[config.mk]
export PLATFORM = sky130hd
export DESIGN_NAME = reg8
export DESIGN_NICKNAME = d
export VERILOG_FILES = /design/src/rtl/reg8.sv
export SDC_FILE = /design/constraint.sdc
export NUM_CORES = 1
export LEC_CHECK = 0
export ABC_CLOCK_PERIOD_IN_PS = 800
export CAP_MARGIN = 0
export CORE_AREA = 4 4 41 43
export CTS_BUF_LIST = sky130_fd_sc_hd__clkbuf_8
export DETAILED_ROUTE_END_ITERATION = 10
export DIE_AREA = 0 0 45 47
export PLACE_DENSITY = 0.67
export SLEW_MARGIN = 30
export SYNTH_ARGS = -nofsm -noshare
export SYNTH_HDL_FRONTEND = slang
export SYNTH_SLANG_ARGS = --single-unit
[constraint.sdc]
create_clock -name clk_i -period 0.8 [get_ports clk_i]
set_clock_uncertainty 0.15 [all_clocks]
set_input_delay 0.16 -clock clk_i [delete_from_list [all_inputs] [get_ports clk_i]]
set_output_delay 0.16 -clock clk_i [all_outputs]
set_load 0.05 [all_outputs]
[src/rtl/reg8.sv]
// Load-enabled data register with synchronous clear, a sticky valid flag and a write-ack pulse.
// Used as the accumulator of the simple CPU datapath.
module reg8 #(
  parameter int unsigned       WIDTH   = 8,
  parameter logic [WIDTH-1:0]  RST_VAL = '0
) (
  input  logic             clk_i,
  input  logic             rst_i,
  input  logic             wen_i,
  input  logic             clr_i,
  input  logic [WIDTH-1:0] d_i,
  output logic [WIDTH-1:0] q_o,
  output logic             valid_o,
  output logic             wr_ack_o
);

  logic [WIDTH-1:0] q_d, q_q;
  logic             valid_d, valid_q;
  logic             wr_ack_d, wr_ack_q;

  // Priority: clear over write over hold; reset is applied in the flop block.
  always_comb begin
    q_d      = q_q;
    valid_d  = valid_q;
    wr_ack_d = 1'b0;
    if (clr_i) begin
      q_d     = RST_VAL;
      valid_d = 1'b0;
    end else if (wen_i) begin
      q_d      = d_i;
      valid_d  = 1'b1;
      wr_ack_d = 1'b1;
    end
  end

  always_ff @(posedge clk_i) begin
    if (!rst_i) begin
      q_q      <= RST_VAL;
      valid_q  <= 1'b0;
      wr_ack_q <= 1'b0;
    end else begin
      q_q      <= q_d;
      valid_q  <= valid_d;
      wr_ack_q <= wr_ack_d;
    end
  end

  assign q_o      = q_q;
  assign valid_o  = valid_q;
  assign wr_ack_o = wr_ack_q;

endmodule

# Word level (Yosys, flattened, before mapping)
# Index checks and enable logic that the tools add are counted.
# Widths: inputs -> output; s select.
# totals
ff_bits,10
inputBits,12
out_inout_bits,10
wordCells,6
# op_classes
mux,1
bitwise,1
n_reduce_logical,1
# op_table
op,count
$reduce_or 2->1,1
$mux 1,1
$not 1->1,1

# Logic depth before layout (Yosys ltp)
# depth
ltp_word,2
depth_mapped,3
ltp_nobuf,2

# Worst setup path before layout
# No wires, ideal clock.
# synth_path
path_kind,register -> register
startpoint,register q_o[0] (netlist name)
endpoint,register q_q[0] (netlist: q_o[0])
setup_time_ns,0.065
arrival_ns,0.817
t_required_ns,0.585
setup_slack_ns,-0.232
path_stages_with_launch,3
n_path_buf,0
period_less_slack_ns,1.032
cell_sequence,dfxtp_1 mux2i_1 nor2_1
# synth_lines
element,line_no,source
"end signal, assigned",42,q_q <= q_d;
"end, declared",17,"logic [WIDTH-1:0] q_d, q_q;"

# Worst setup path after layout
# layout_path
startpoint,register valid_q (netlist: valid_o)
endpoint,output port valid_o
# layout_lines
element,line_no,source
"start, declared",18,"logic valid_d, valid_q;"
"start signal, assigned",43,valid_q <= valid_d;
"end, declared",13,"output logic valid_o,"
# No word-level cell between the ends.

==> reports/metrics.yaml <==
setup_violations: 10
dp_hpwl_um: 584
coreArea_um2: 1300
grt_start_max_net_pins: 8
fmax_ghz: 0.974
min_from: "d_i[1]"
synth_cells: 33
drc: 0
p_seq_frac: 0.406
worst_path_largest_cell_delay_ps: 350
ys_types: 7
power.density_nw_per_um2: 1610
synth-async-reset-ratio: 0
cp.depth: 1
clk_pin_slew_ps: 50
yosys_warnings: 0
cts_root_buffer: "clkbuf_8"
startpoint_type: "flip-flop"
antenna_cells: 0
ir_worst_vdd_uv: 798
grt.total_usage: 0.0825
critPathCaptureType: "output port"
combPwrFrac: 0.201
holdPathStages: 3
max_cap_violations: 0
netlist_area_um2: 348
synth_area_leaders: "dfxtp_1 58%, mux2i_1 23%, nor2_1 12%"
yosysMostFrequentCell: "nor2_1"
path_buf_inv: 1
clk_path_buf_depth: 2
initialDrtViolationCount: 5
hold_viol: 0
switching_share: 0.232
cts_sinks: 10
nNetsFinal: 73
crit_fanout: 2
synth-edff-count: 0
status: "complete, but fails checks"
rsz0062_at_grt: "true"
violations: "negative setup slack"
finalPower_w: 0.00128
regArea_um2: 233
routedWlPerCell_um: 10.2
ys_ff_latch: 10
antenna_found_initial: 0
fp.dieArea_um2: 2120
initial_core_util: 0.267
critPathKind: "flip-flop to output port"
slowest_stage: "dfxtp_4"
power_switching_w: 0.000297
io_pins: 22
rows: 13
yosysSeqAreaShare: 0.576
synth_common_cells: "11 x nor2_1, 10 x dfxtp_1, 8 x mux2i_1"
syn_nets: 45
totalWireLength_um: 768
worst-slew-pin-transition_ps: 138
path_delay_family: "flip-flops"
synth_flop_cell: "dfxtp_1"
cts_buffers: 3
antenna_left: 0
gp_congestion: 0.633
nFillCells: 118
viasPerCell: 4.24
fp.dieW_um: 45
syn_avg_cell_area_um2: 10.5
path_cells: "buf_12"
area_delta_synth_final_pct: 128
worstRegToRegCells: 2
cts_htree_levels: 1
slew_headroom: 0.905
worstPathArrival_ps: 720
clock_power_share: 0.393
clk_latency_ps: 230
via_count: 318
leakagePower_nw: 0.366
multi_input_comb_area_um2: 138
crit_required_ps: 490
grt.overflow.total: 0
first_pass_iters: 3
r2r_start: "q_o[2]"
grt_pass1_vias: 307
pre_cts_slack_ps: -535
chipHeight_um: 47
drive_gt1_frac: 0.500
crit_path_start: "valid_o"
yosysTopAreaCell: "dfxtp_1"
period_minus_slack_ps: 1030
portBuffers: 21
worstHoldPathType: "primary input to flip-flop"
min_period_over_period: 1.28
slew_viol_final: 0
fin_ws_ps: -227
yosysTopAreaCellShare: 0.576
cts_setup_buffers: 0
grt_pass1_wl_um: 1250
cts_tree: "yes"
p_int_w: 0.000982
==> logic make-up (layout without fill, tap and decap cells) <==
family                 Yosys count  count (layout)  synth area share
AND/OR/NAND/NOR                 12              12             0.137
multiplexers                     8               8             0.230
buffers and inverters            3              30            0.0575
flip-flops                      10              10             0.576
==> final cells by class <==
| cell class | count | area share |
|---|---|---|
| inverters | 1 | 0.00473 |
| repair buffers | 25 | 0.448 |
| clock buffers | 3 | 0.0521 |
| flip-flops and latches | 10 | 0.293 |
| multi-input cells | 20 | 0.174 |
| well taps | 15 | 0.0237 |
| clock inverters | 1 | 0.00473 |
==> what timing repair did <==
item / in CTS / in global routing
setup endpoints to repair: 20 / 16
cloned: 1 / 0
gates resized for setup: 9 / 4
hold buffers: 0 / 0
pin swaps: 1 / 2
==> power groups by stage <==
stage	Sequential [W]	Combinational, W	Clock, W
after global routing	0.000522	0.000271	0.000544
after global placement	0.000529	0.000249	0
after floorplan	0.000581	0.0000529	0
after detailed placement	0.000529	0.000250	0
after CTS	0.000520	0.000260	0.000520
final	0.000520	0.000257	0.000503
==> layout by cell type (no fill, tap or decap) <==
master | netlist | final
buf_2 | 1 | 1
buf_12 | 0 | 10
inv_1 | 1 | 1
nor2_1 | 11 | 10
dlymetal6s2s_1 | 0 | 3
dfxtp_4 | 0 | 8
clkbuf_8 | 0 | 3
nor2_2 | 0 | 1
clkdlybuf4s50_1 | 0 | 5
buf_6 | 1 | 3
dfxtp_2 | 0 | 2
mux2i_1 | 8 | 8
clkdlybuf4s15_2 | 0 | 1
nand2b_4 | 0 | 1
clkinv_1 | 0 | 1
dlygate4sd2_1 | 0 | 2
==> through the flow <==
stage / hold WS (ps) / setup TNS (ps) / cells / instance area (um2) / util
floorplan: 156 / -185 / 33 / 380 / -
global placement: 327 / -4650 / 70 / 716 / 0.550
detailed placement: 334 / -4790 / 70 / 716 / 0.550
CTS: 245 / -2260 / 75 / 783 / 0.602
global route: 58.9 / -2480 / 75 / 793 / 0.610
finish: 35.7 / -2190 / 75 / 793 / 0.610
==> state kept, by name, summed over array words and instances (netlist names) <==
signal and flops:
q_o 8, valid_o 1, wr_ack_o 1
==> worst register-to-register path, cell delays in order (launching register included) <==
cell     delay (ps)
dfxtp_4         340
mux2i_1         140
nor2_1           50
==> per-layer routing <==
| metal | wire [um] | vias to the layer above | global-route usage | share of wire |
|---|---|---|---|---|
| li1 | - | 159 | - | - |
| met1 | 341 | 145 | 0.106 | 0.44 |
| met2 | 344 | 14 | 0.119 | 0.45 |
| met3 | 81 | 0 | 0.0383 | 0.11 |
| met4 | 0 | 0 | 0.0351 | 0 |
| met5 | 0 | - | 0 | 0 |
==> worst paths after layout <==
check                                to  slack, ps
worst min-delay path             q_o[1]         40
worst max-delay path            valid_o       -230
worst min register to register  valid_o        350
worst max register to register   q_o[2]         20
(Power assumes the default switching activity.)
